[config.mk]
export PLATFORM = sky130hd
export DESIGN_NAME = lane_nibble_feeder
export DESIGN_NICKNAME = d
export VERILOG_FILES = /design/src/rtl/lnf_pkg.sv /design/src/rtl/lnf_fifo.sv /design/src/rtl/lane_nibble_feeder.sv
export SDC_FILE = /design/constraint.sdc
export NUM_CORES = 1
export LEC_CHECK = 0
export CORE_MARGIN = 2
export CORE_UTILIZATION = 35
export DETAILED_ROUTE_END_ITERATION = 10
export SETUP_SLACK_MARGIN = 0.15
export SLEW_MARGIN = 20
export SYNTH_ARGS = -nofsm -noshare
export SYNTH_HDL_FRONTEND = slang
export SYNTH_HIERARCHICAL = 1
export SYNTH_SLANG_ARGS = --single-unit
[constraint.sdc]
create_clock -name clk -period 7 [get_ports clk]
set_input_delay 0.7 -clock clk [delete_from_list [all_inputs] [get_ports clk]]
set_output_delay 0.7 -clock clk [all_outputs]
set_load 0.005 [all_outputs]
[src/rtl/lnf_pkg.sv]
// Shared types and constants for the three-lane nibble feeder.
// Holds the FSM encoding, lane/word widths and the FIFO entry layout {last, data}.
package lnf_pkg;

   localparam int unsigned LANE_W  = 4;
   localparam int unsigned WORD_W  = 12;
   localparam int unsigned ENTRY_W = WORD_W + 1;

   typedef enum logic [1:0] {
      StIdle = 2'd0,
      StSend = 2'd1,
      StWait = 2'd2
   } state_t;

   typedef struct packed {
      logic              last;
      logic [WORD_W-1:0] data;
   } entry_t;

   // Lane 2 = E (msb nibble), lane 1 = F, lane 0 = G.
   function automatic logic [LANE_W-1:0] lane_of(input logic [WORD_W-1:0] word,
                                                 input int unsigned idx);
      return word[idx*LANE_W +: LANE_W];
   endfunction

endpackage

[src/rtl/lnf_fifo.sv]
// Synchronous DEPTH x entry_t FIFO with full/empty flags and an occupancy count.
// Pointers wrap naturally because DEPTH is a power of two.
module lnf_fifo
   import lnf_pkg::*;
#(
   parameter int unsigned DEPTH = 4
) (
   input  logic                     clk,
   input  logic                     rst,
   input  logic                     push,
   input  entry_t                   wdata,
   input  logic                     pop,
   output entry_t                   rdata,
   output logic                     full,
   output logic                     empty,
   output logic [$clog2(DEPTH):0]   level
);

   localparam int unsigned AW = $clog2(DEPTH);
   localparam logic [AW-1:0] PTR_ONE  = AW'(1);
   localparam logic [AW:0]   LVL_ONE  = (AW + 1)'(1);
   localparam logic [AW:0]   LVL_FULL = (AW + 1)'(DEPTH);

   entry_t        mem [DEPTH];
   logic [AW-1:0] wptr;
   logic [AW-1:0] rptr;
   logic [AW:0]   lvl;
   logic          do_push;
   logic          do_pop;

   assign full    = (lvl == LVL_FULL);
   assign empty   = (lvl == '0);
   assign level   = lvl;
   assign rdata   = mem[rptr];
   assign do_push = push && !full;
   assign do_pop  = pop && !empty;

   always_ff @(posedge clk or posedge rst) begin
      if (rst) begin
         wptr <= '0;
         rptr <= '0;
         lvl  <= '0;
      end else begin
         if (do_push) wptr <= wptr + PTR_ONE;
         if (do_pop)  rptr <= rptr + PTR_ONE;
         if (do_push && !do_pop)      lvl <= lvl + LVL_ONE;
         else if (do_pop && !do_push) lvl <= lvl - LVL_ONE;
      end
   end

   // Storage needs no reset: only entries below the level are ever read.
   always_ff @(posedge clk) begin
      if (do_push) mem[wptr] <= wdata;
   end

endmodule

[src/rtl/lane_nibble_feeder.sv]
// Feeder that buffers 12-bit words and presents them as E/F/G nibble lanes with framing strobes.
// Build option: define LNF_PARITY_EN to generate out_par; otherwise out_par is tied 0.
module lane_nibble_feeder
   import lnf_pkg::*;
#(
   parameter int unsigned DEPTH   = 4,
   parameter int unsigned GAP     = 0,
   parameter int unsigned PAR_ODD = 0
) (
   input  logic                   clk,
   input  logic                   rst,
   input  logic                   in_valid,
   input  logic [WORD_W-1:0]      in_data,
   input  logic                   in_last,
   output logic                   in_ready,
   output logic [LANE_W-1:0]      out_e,
   output logic [LANE_W-1:0]      out_f,
   output logic [LANE_W-1:0]      out_g,
   output logic                   out_vld,
   output logic                   out_sof,
   output logic                   out_eof,
   output logic                   out_par,
   input  logic                   out_ack,
   output logic [$clog2(DEPTH):0] fifo_lvl
);

   localparam logic [3:0] GAP_INIT = (GAP == 0) ? 4'd0 : 4'(GAP - 1);
   localparam logic       PAR_INV  = (PAR_ODD != 0);

   state_t     state;
   logic [3:0] gap_cnt;
   logic       sof_pend;

   entry_t     wr_entry;
   entry_t     rd_entry;
   logic       fifo_full;
   logic       fifo_empty;
   logic       acked;
   logic       load;
   logic       sof_src;

   assign wr_entry = '{last: in_last, data: in_data};
   assign in_ready = !fifo_full;

   lnf_fifo #(
      .DEPTH (DEPTH)
   ) u_fifo (
      .clk   (clk),
      .rst   (rst),
      .push  (in_valid),
      .wdata (wr_entry),
      .pop   (load),
      .rdata (rd_entry),
      .full  (fifo_full),
      .empty (fifo_empty),
      .level (fifo_lvl)
   );

   assign acked = (state == StSend) && out_ack;

   // An expired gap loads directly so the idle run is exactly GAP cycles.
   always_comb begin
      load = 1'b0;
      if (!fifo_empty) begin
         unique case (state)
            StIdle:  load = 1'b1;
            StSend:  load = out_ack && (GAP == 0);
            StWait:  load = (gap_cnt == 4'd0);
            default: load = 1'b0;
         endcase
      end
   end

   // An eof beat acked on the same edge as the next load makes that load a frame start.
   assign sof_src = (acked && out_eof) ? 1'b1 : sof_pend;

   always_ff @(posedge clk or posedge rst) begin
      if (rst) begin
         state    <= StIdle;
         gap_cnt  <= 4'd0;
         sof_pend <= 1'b1;
         out_e    <= '0;
         out_f    <= '0;
         out_g    <= '0;
         out_vld  <= 1'b0;
         out_sof  <= 1'b0;
         out_eof  <= 1'b0;
      end else begin
         if (acked && out_eof) sof_pend <= 1'b1;

         unique case (state)
            StIdle: ;
            StSend: begin
               if (out_ack) begin
                  out_vld <= 1'b0;
                  if (GAP == 0) begin
                     state <= StIdle;
                  end else begin
                     gap_cnt <= GAP_INIT;
                     state   <= StWait;
                  end
               end
            end
            StWait: begin
               if (gap_cnt == 4'd0) state   <= StIdle;
               else                 gap_cnt <= gap_cnt - 4'd1;
            end
            default: state <= StIdle;
         endcase

         if (load) begin
            out_e    <= lane_of(rd_entry.data, 2);
            out_f    <= lane_of(rd_entry.data, 1);
            out_g    <= lane_of(rd_entry.data, 0);
            out_eof  <= rd_entry.last;
            out_sof  <= sof_src;
            out_vld  <= 1'b1;
            sof_pend <= 1'b0;
            state    <= StSend;
         end
      end
   end

`ifdef LNF_PARITY_EN
   always_ff @(posedge clk or posedge rst) begin
      if (rst) begin
         out_par <= 1'b0;
      end else if (load) begin
         out_par <= (^rd_entry.data) ^ PAR_INV;
      end
   end
`else
   // PAR_ODD has no effect without parity; the AND folds to constant 0.
   assign out_par = PAR_INV & 1'b0;
`endif

endmodule
==> results.sh, run 1 <==
export IMPL_crit_chain="nor3_1, nor2_4, nand2b_1, ha_1, inv_1, fa_1, xor2_1, nor2_1, xor2_1"
export IMPL_grt_max_degree=17
export IMPL_cap_violations=0
export IMPL_hold_viol_final=0
export IMPL_ys_flop_type="edfxtp_1"
export IMPL_min_period_over_period_pct=40.6
export IMPL_dieArea_um2=9380
export IMPL_htreeDepth=3
export IMPL_gp_congestion=0.695
export IMPL_num_vias=1378
export IMPL_clock_fmax_mhz=352
export IMPL_syn_avg_cell_area_um2=20.3
export IMPL_relSlewSlack_pct=37.2
export IMPL_fp_row_count=33
export IMPL_hp_class="flip-flop to flip-flop"
export IMPL_die_y_um=96.9
export IMPL_core_area_um2=8300
export IMPL_cellPowerDensity_nw_per_um2=410
export IMPL_start_util_pct=36.4
export IMPL_cts_inserted_buffers=9
export IMPL_place_ws_ns=3.91
export IMPL_drc_errors=0
export IMPL_finalWorstSetupSlack_ns=4.16
export IMPL_drv_slew=0
export IMPL_synth_edff_count=52
export IMPL_async_flop_share_pct=30.7
export IMPL_status="complete, no violations"
export IMPL_max_stage_delay_ns=0.76
export IMPL_cp_arrival_ns=3.10
export IMPL_yosysUniqueCellTypes=32
export IMPL_synthTopCellsByArea="edfxtp_1 (52%), dfrtp_1 (18%), mux4_2 (9.7%)"
export IMPL_numPlacedInstances=283
export IMPL_crit_buf_inv=1
export IMPL_post_dp_hpwl_mm=3.05
export IMPL_postCtsSetupBuffers=0
export IMPL_fin_total_pwr_mw=1.47
export IMPL_fin_cells=299
export IMPL_grt_pass1_vias=1452
export IMPL_cp_max_fo=16
export IMPL_path_common_cell="xor2_1"
export IMPL_final_setup_viol_count=0
export IMPL_gr_total_overflow=0
export IMPL_fin_area_um2=3590
export IMPL_cpMaxStageDelayCell="nor3_1"
export IMPL_ios=37
export IMPL_synth_commonest_cells="edfxtp_1 (52), dfrtp_1 (22), mux4_2 (13)"
export IMPL_layout_nets=212
export IMPL_clockBufferDepth=2
export IMPL_first_pass_iters=2
export IMPL_cp_start_kind="flip-flop"
export IMPL_routedWlPerCell_um=16.3
export IMPL_placed_area_um2=3430
export IMPL_clk_pin_slew_ns=0.07
export IMPL_min_period_ns=2.84
export IMPL_port_buffers=35
export IMPL_worst_slew_pin_slew_ns=0.941
export IMPL_synth_fp_nets=172
export IMPL_clk_latency_ns=0.33
export IMPL_critPathKind="flip-flop to flip-flop"
export IMPL_cts_resized=0
export IMPL_yosysMostFrequentCell="edfxtp_1"
export IMPL_grt_pass1_wl_mm=7.81
export IMPL_n_fill_cell=719
export IMPL_leakagePower_nw=1.31
export IMPL_cts_root_buffer="clkbuf_8"
export IMPL_hold_buffers=0
export IMPL_via_per_inst=4.61
export IMPL_netlist_area_leader_share_pct=51.7
export IMPL_skew_ns=0.00282
export IMPL_cp_end_kind="flip-flop"
export IMPL_cts_tree="done"
export IMPL_seq_area_frac_synth_pct=70.9
export IMPL_rsz0062_at_grt="false"
export IMPL_drive_gt1_share_pct=27.3
export IMPL_area_growth_pct=18.9
export IMPL_dieWidth_um=96.9
export IMPL_grt_usage_pct=11.1
export IMPL_cts_sinks=75
export IMPL_yosysWarnings=6
export IMPL_yosysTopAreaCell="edfxtp_1"
export IMPL_antenna_found_initial=0
export IMPL_synthCells=149
export IMPL_synth_seq_cells=75
export IMPL_cp_data_required_time_ns=7.25
export IMPL_wirelength_mm=4.87
export IMPL_irDropWorstVdd_mv=0.120
export IMPL_drtAntennaViolNets=0
export IMPL_regArea_um2=2140
export IMPL_synth_cell_area_um2=3020
export IMPL_first_iter_violations=55
export IMPL_antenna_cells=0
export IMPL_crit_family="simple AND/OR/NAND/NOR gates"
export IMPL_tns_ns=0
export IMPL_multi_input_area_um2=779
## state kept, by name (all words and copies together), names as in the netlist
register	cells
u_fifo/mem	52
u_fifo/rptr	2
u_fifo/level	3
out_g	4
out_eof	1
out_e	4
out_vld	1
sof_pend	1
out_sof	1
out_f	4
u_fifo/wptr	2
## placed cells by master, fill, tap and decap left out, types with 2 or more instances in the layout
cell / n
and2_2: 4
clkbuf_8: 9
clkdlybuf4s50_1: 35
clkinv_2: 5
dfrtp_1: 22
edfxtp_1: 52
ha_1: 5
inv_1: 8
mux2_2: 6
mux2_4: 9
mux4_2: 13
nand2_1: 2
xnor2_1: 4
xor2_1: 2
## routing by layer
| layer | up-vias | wire length, µm | share of wire, % | GRT usage [%] |
|---|---|---|---|---|
| li1 | 636 | - | - | - |
| met3 | 8 | 168 | 3.4 | 2.75 |
| met4 | 0 | 85 | 1.7 | 5.85 |
| met2 | 29 | 2390 | 49 | 17.7 |
| met5 | - | 0 | 0 | 0 |
| met1 | 705 | 2230 | 46 | 14.0 |
## cells by family (layout without fill, tap and decap cells)
kind of cell,after synthesis,in the layout,synth area share [%]
AOI/OAI and AO/OA,3,3,0.704
buffers and inverters,14,59,3.32
adders and majority gates,6,6,2.74
DFF,75,75,70.9
other,1,1,0.124
xor gates and xnor gates,6,6,1.74
muxes,28,28,16.4
and+or+nand+nor,16,16,4.10
## power by group
part / total, mW / switching, mW / internal (mW)
clock network: 0.274 / 0.148 / 0.125
logic: 0.473 / 0.163 / 0.311
registers: 0.723 / 0.110 / 0.614
## worst min-delay path, delay by kind of cell (launching register included)
kind	cells	cell delay [ns]
flops	1	0.38
simple gates	2	0.11
## area by class of cell
cell class	count	area share, %
clock buffer	10	3.56
clock inverter	6	0.906
inverter	8	0.837
multi-input combinational	60	21.7
sequential	75	59.6
tap	105	3.66
timing repair buffer	35	9.76
## per-stage QoR
| step | utilization [%] | hold slack [ns] |
|---|---|---|
| final | 43.3 | 0.495 |
| after global routing | 43.3 | 0.512 |
| after CTS | 43.3 | 0.499 |
| after detailed placement | 41.3 | 0.489 |
| after global placement | 41.3 | 0.495 |
| after floorplan | - | 0.470 |
## path summary, 6_finish.rpt
path / startpoint / endpoint / slack [ns] / cells after the start
max: u_fifo/level[0]$_DFFE_PP0P_ / u_fifo/level[2]$_DFFE_PP0P_ / 4.16 / 9
min: sof_pend$_DFF_PP1_ / sof_pend$_DFF_PP1_ / 0.49 / 2
max reg2reg: u_fifo/level[0]$_DFFE_PP0P_ / u_fifo/level[2]$_DFFE_PP0P_ / 4.16 / 9
min reg2reg: sof_pend$_DFF_PP1_ / sof_pend$_DFF_PP1_ / 0.49 / 2
max in group asynchronous: rst / out_g[0]$_DFFE_PP0P_ / 5.77 / 2
min in group asynchronous: rst / u_fifo/rptr[0]$_DFFE_PP0P_ / 0.64 / 2
Power figures use the tool's default switching activity.
==> inputs of run 2 (changes only) <==
==> constraint.sdc (replaced) <==
create_clock -name clk -period 2.6 [get_ports clk]
set_input_delay 0.26 -clock clk [delete_from_list [all_inputs] [get_ports clk]]
set_output_delay 0.26 -clock clk [all_outputs]
set_load 0.005 [all_outputs]
==> results.sh, run 2 (same netlist as run 1, synthesis figures left out) <==
export IMPL_grt_max_degree=17
export IMPL_clock_fmax_mhz=441
export IMPL_cellPowerDensity_nw_per_um2=1150
export IMPL_area_growth_pct=21.7
export IMPL_drive_gt1_share_pct=29.1
export IMPL_drtAntennaViolNets=0
export IMPL_grt_pass1_vias=1502
export IMPL_port_buffers=35
export IMPL_comb_power_share_pct=32.2
export IMPL_cts_resized=0
export IMPL_largest_register_ffs=52
export IMPL_tns_ns=0
export IMPL_cts_root_buffer="clkbuf_8"
export IMPL_pwr_share_clk_pct=23.4
export IMPL_postCtsSetupBuffers=0
export IMPL_path_common_cell="xor2_1"
export IMPL_worst_slew_pin_slew_ns=0.720
export IMPL_reg2reg_setup_slack_ns=0.33
export IMPL_htreeDepth=3
export IMPL_cp_arrival_ns=2.54
export IMPL_skew_ns=0.00938
export IMPL_cp_data_required_time_ns=2.87
export IMPL_dieWidth_um=96.9
export IMPL_rsz0062_at_grt="false"
export IMPL_irDropWorstVdd_mv=0.411
export IMPL_clockBufferDepth=2
export IMPL_post_dp_hpwl_mm=3.09
export IMPL_start_util_pct=36.4
export IMPL_num_vias=1388
export IMPL_ios=37
export IMPL_grt_pass1_wl_mm=8.07
export IMPL_first_iter_violations=62
export IMPL_wirelength_mm=4.98
export IMPL_first_pass_iters=4
export IMPL_relSlewSlack_pct=51.9
export IMPL_max_stage_delay_ns=0.48
export IMPL_drc_errors=0
export IMPL_cp_max_fo=7
export IMPL_die_y_um=96.9
export IMPL_cts_sinks=75
export IMPL_core_area_um2=8300
export IMPL_fp_row_count=33
export IMPL_intPower_mw=3.05
export IMPL_hold_viol_final=0
export IMPL_crit_chain="nor3_2, nand2b_1, ha_1, inv_1, fa_1, xor2_1, nor2_1, xor2_1"
export IMPL_status="complete, no violations"
export IMPL_routedWlPerCell_um=16.6
export IMPL_holdWs_ns=0.181
export IMPL_clk_pin_slew_ns=0.08
export IMPL_antenna_cells=0
export IMPL_cap_violations=0
export IMPL_leakagePower_nw=1.35
export IMPL_rr_endpoint="u_fifo/level[2]$_DFFE_PP0P_"
export IMPL_layout_nets=214
export IMPL_via_per_inst=4.61
export IMPL_met3_length_um=174
export IMPL_min_period_over_period_pct=87.2
export IMPL_cp_end_kind="flip-flop"
export IMPL_p_sw_share_pct=27.9
export IMPL_met2RoutedLength_mm=2.56
export IMPL_final_cell_mix="edfxtp_1 (52), clkdlybuf4s50_1 (35), dfrtp_1 (22)"
export IMPL_hp_class="input pin to async pin"
export IMPL_top_layer="met4"
export IMPL_final_setup_viol_count=0
export IMPL_cp_start_kind="flip-flop"
export IMPL_cts_inserted_buffers=9
export IMPL_gr_total_overflow=0
export IMPL_dieArea_um2=9380
export IMPL_drv_slew=0
export IMPL_wl_met1_mm=2.20
export IMPL_antenna_found_initial=0
export IMPL_cts_tree="done"
export IMPL_n_fill_cell=718
export IMPL_top_register="u_fifo/mem"
export IMPL_gp_congestion=0.666
export IMPL_min_period_ns=2.27
export IMPL_final_common_cell="edfxtp_1"
export IMPL_grt_usage_pct=11.4
export IMPL_r2r_start="u_fifo/level[0]$_DFFE_PP0P_"
export IMPL_cpMaxStageDelayCell="dfrtp_1"
export IMPL_hold_buffers=0
export IMPL_clk_latency_ns=0.34
export IMPL_p_switching_mw=1.18
export IMPL_p_seq_share_pct=44.4
export IMPL_critPathKind="flip-flop to flip-flop"
export IMPL_reg2reg_depth=8
## run 2: cell types whose count changed in the layout (fill, tap and decap cells not counted)
cell       delta
bufinv_16     +2
nor3_1        -1
clkinv_2      -4
inv_6         +3
nor3_2        +1
buf_4         +2
clkbuf_1      -1
## run 2: metrics by stage
step	instance area [µm²]	utilization, %	total power, mW	setup WS, ns	std cells
5_1_grt	3670	44.2	4.51	0.156	301
3_5_place_dp	3450	41.6	3.30	0.316	285
3_3_place_gp	3450	41.6	3.28	0.365	285
2_1_floorplan	3020	-	2.81	0.321	149
6_report	3670	44.2	4.24	0.333	301
4_1_cts	3670	44.2	4.31	0.321	301
## run 2: worst max path at each step
stage	startpoint	endpoint	slack, ns	cells past startpoint
6_report	u_fifo/level[0]$_DFFE_PP0P_	u_fifo/level[2]$_DFFE_PP0P_	0.33	8
5_1_grt	u_fifo/level[0]$_DFFE_PP0P_	u_fifo/level[2]$_DFFE_PP0P_	0.16	8
2_1_floorplan	u_fifo/level[0]$_DFFE_PP0P_	u_fifo/level[2]$_DFFE_PP0P_	0.32	10
3_5_place_dp	u_fifo/level[0]$_DFFE_PP0P_	u_fifo/level[2]$_DFFE_PP0P_	0.32	8
4_1_cts	u_fifo/level[0]$_DFFE_PP0P_	u_fifo/level[2]$_DFFE_PP0P_	0.32	8
3_3_place_gp	u_fifo/level[0]$_DFFE_PP0P_	u_fifo/level[2]$_DFFE_PP0P_	0.37	8
## run 2: final cells by class
cell class                 count  area, µm²  share of cell area, %
clock buffer                   9        124                   3.37
inverter                       8       30.0                  0.818
tap                          105        131                   3.58
multi-input combinational     60        785                   21.4
clock inverter                 7       98.8                   2.69
sequential                    75       2140                   58.2
timing repair buffer          37        365                   9.95
## run 2: critical path, delay by kind of cell (launching register included)
family        cells  cell delay [ns]
xor+xnor          2             0.30
flops             1             0.48
fa+ha+maj         2             0.56
buf+inv           1             0.06
simple gates      3             0.80
## run 2: layer usage
metal	vias to the layer above	track usage, %
met2	29	18.1
li1	642	-
met1	713	14.5
met4	0	4.55
met3	4	3.76
met5	-	0
## run 2: power by group through the flow
stage                     logic (mW)  clock network [mW]  registers, mW
final                           1.37               0.990           1.88
after global routing            1.50                1.08           1.93
after CTS                       1.40                1.02           1.89
after detailed placement        1.39                   0           1.91
after global placement          1.37                   0           1.91
after floorplan                0.971                   0           1.84
==> inputs of run 3 (changes only) <==
--- a/config.mk
+++ b/config.mk
@@ -8,6 +8,7 @@
 export CORE_MARGIN = 2
 export CORE_UTILIZATION = 35
 export DETAILED_ROUTE_END_ITERATION = 10
+export PLACE_DENSITY = 0.53
 export SETUP_SLACK_MARGIN = 0.15
 export SLEW_MARGIN = 20
 export SYNTH_ARGS = -nofsm -noshare
==> results.sh, run 3 (same netlist as run 1, synthesis figures left out) <==
export IMPL_status="complete, no violations"
export IMPL_htreeDepth=3
export IMPL_irDropWorstVdd_mv=0.458
export IMPL_path_common_cell="xor2_1"
export IMPL_drc_errors=0
export IMPL_cp_start_kind="flip-flop"
export IMPL_crit_buf_inv=1
export IMPL_tns_ns=0
export IMPL_hold_buffers=0
export IMPL_area_growth_pct=20.7
export IMPL_final_setup_viol_count=0
export IMPL_crit_chain="nor3_4, nand2b_1, ha_1, inv_1, fa_1, xor2_1, nor2_1, xor2_1"
export IMPL_reg2reg_setup_slack_ns=0.39
export IMPL_port_buffers=35
export IMPL_die_y_um=96.9
export IMPL_num_vias=1419
export IMPL_antenna_found_initial=0
export IMPL_critPathKind="flip-flop to flip-flop"
export IMPL_grt_max_degree=17
export IMPL_wl_met1_mm=2.16
export IMPL_cap_violations=0
export IMPL_regArea_um2=2140
export IMPL_cp_data_required_time_ns=2.86
export IMPL_hp_class="input pin to async pin"
export IMPL_holdWs_ns=0.193
export IMPL_top_layer="met4"
export IMPL_grt_pass1_wl_mm=8.29
export IMPL_cp_max_fo=7
export IMPL_clk_latency_ns=0.34
export IMPL_first_pass_iters=4
export IMPL_clock_fmax_mhz=452
export IMPL_grt_pass1_vias=1571
export IMPL_gp_congestion=0.642
export IMPL_r2r_start="u_fifo/level[0]$_DFFE_PP0P_"
export IMPL_cp_end_kind="flip-flop"
export IMPL_min_period_over_period_pct=85.1
export IMPL_start_util_pct=36.4
export IMPL_cpMaxStageDelayCell="dfrtp_1"
export IMPL_rr_endpoint="u_fifo/level[2]$_DFFE_PP0P_"
export IMPL_gr_total_overflow=0
export IMPL_startpoint="u_fifo/level[0]$_DFFE_PP0P_"
export IMPL_met3_length_um=207
export IMPL_met2RoutedLength_mm=2.82
export IMPL_dieWidth_um=96.9
export IMPL_critPathCapture="u_fifo/level[2]$_DFFE_PP0P_"
export IMPL_routedWlPerCell_um=17.4
export IMPL_fin_total_pwr_mw=4.15
export IMPL_rsz0062_at_grt="false"
export IMPL_wirelength_mm=5.23
export IMPL_max_stage_delay_ns=0.49
export IMPL_layout_nets=214
export IMPL_clk_pin_slew_ns=0.07
export IMPL_n_fill_cell=741
export IMPL_cp_arrival_ns=2.48
export IMPL_first_iter_violations=121
export IMPL_relSlewSlack_pct=50.5
export IMPL_worst_slew_pin_slew_ns=0.742
export IMPL_drtAntennaViolNets=0
export IMPL_crit_family="simple AND/OR/NAND/NOR gates"
export IMPL_final_cell_mix="edfxtp_1 (52), clkdlybuf4s50_1 (35), dfrtp_1 (22)"
export IMPL_cts_inserted_buffers=9
export IMPL_cts_sinks=75
export IMPL_multi_input_area_um2=791
export IMPL_drv_slew=0
export IMPL_reg2reg_depth=8
export IMPL_via_per_inst=4.71
export IMPL_top_register="u_fifo/mem"
export IMPL_dieArea_um2=9380
export IMPL_clockBufferDepth=2
export IMPL_worstSetupPathDepth=8
export IMPL_ios=37
export IMPL_antenna_cells=0
export IMPL_min_period_ns=2.21
export IMPL_drive_gt1_share_pct=28.1
export IMPL_core_area_um2=8300
export IMPL_leakagePower_nw=1.33
export IMPL_hold_viol_final=0
export IMPL_cts_root_buffer="clkbuf_8"
export IMPL_grt_usage_pct=11.8
export IMPL_final_common_cell="edfxtp_1"
export IMPL_cts_tree="done"
export IMPL_largest_register_ffs=52
export IMPL_cellPowerDensity_nw_per_um2=1140
export IMPL_skew_ns=0.00893
export IMPL_fp_row_count=33
export IMPL_post_dp_hpwl_mm=3.35
==> run 3: changes by cell type in the layout (fill, tap and decap cells not counted) <==
cell / delta
inv_6: -3
clkinv_2: +1
nor3_2: -1
clkinvlp_4: +1
clkbuf_1: +2
bufinv_16: -1
nor3_4: +1
==> run 3: cell type report <==
cell class / instances / area share (%)
clock buffers: 11 / 3.61
clock inverters: 5 / 1.51
inverters: 8 / 0.824
multi-input cells: 60 / 21.7
flip-flops and latches: 75 / 58.7
well taps: 105 / 3.61
repair buffers: 37 / 10.0
==> run 3: how the worst min path moves through the flow <==
stage / startpoint / endpoint / depth (start not counted)
after floorplan: rst / u_fifo/level[0]$_DFFE_PP0P_ / 1
after global placement: out_sof$_DFFE_PP0P_ / out_sof$_DFFE_PP0P_ / 1
after detailed placement: sof_pend$_DFF_PP1_ / sof_pend$_DFF_PP1_ / 2
after CTS: rst / u_fifo/wptr[0]$_DFFE_PP0P_ / 2
after global routing: rst / u_fifo/wptr[1]$_DFFE_PP0P_ / 2
final: rst / u_fifo/wptr[1]$_DFFE_PP0P_ / 2
==> run 3: metal layers <==
metal  vias to the layer above  global-route usage (%)
li1                        643                       -
met1                       739                    14.0
met2                        31                    20.0
met3                         6                    3.47
met4                         0                    4.88
met5                         -                       0
==> run 3: stage by stage <==
stage,instance area (µm²),utilization [%],instances,setup WS [ns]
finish,3640,43.9,301,0.386
global route,3640,43.9,301,0.228
detailed placement,3450,41.6,285,0.291
CTS,3640,43.8,301,0.265
floorplan,3020,-,149,0.321
global placement,3450,41.6,285,0.403
==> run 3: timing repair <==
item	4_1_cts	5_1_grt
endpoints found under the setup margin	0	1
gates resized for setup	0	1
setup buffers	0	0
==> run 3: report_power, final <==
group	total [mW]	internal (mW)	switching [mW]	leakage [nW]
clock network	0.850	0.441	0.410	0.0893
logic	1.41	0.862	0.544	0.497
registers	1.89	1.65	0.237	0.741
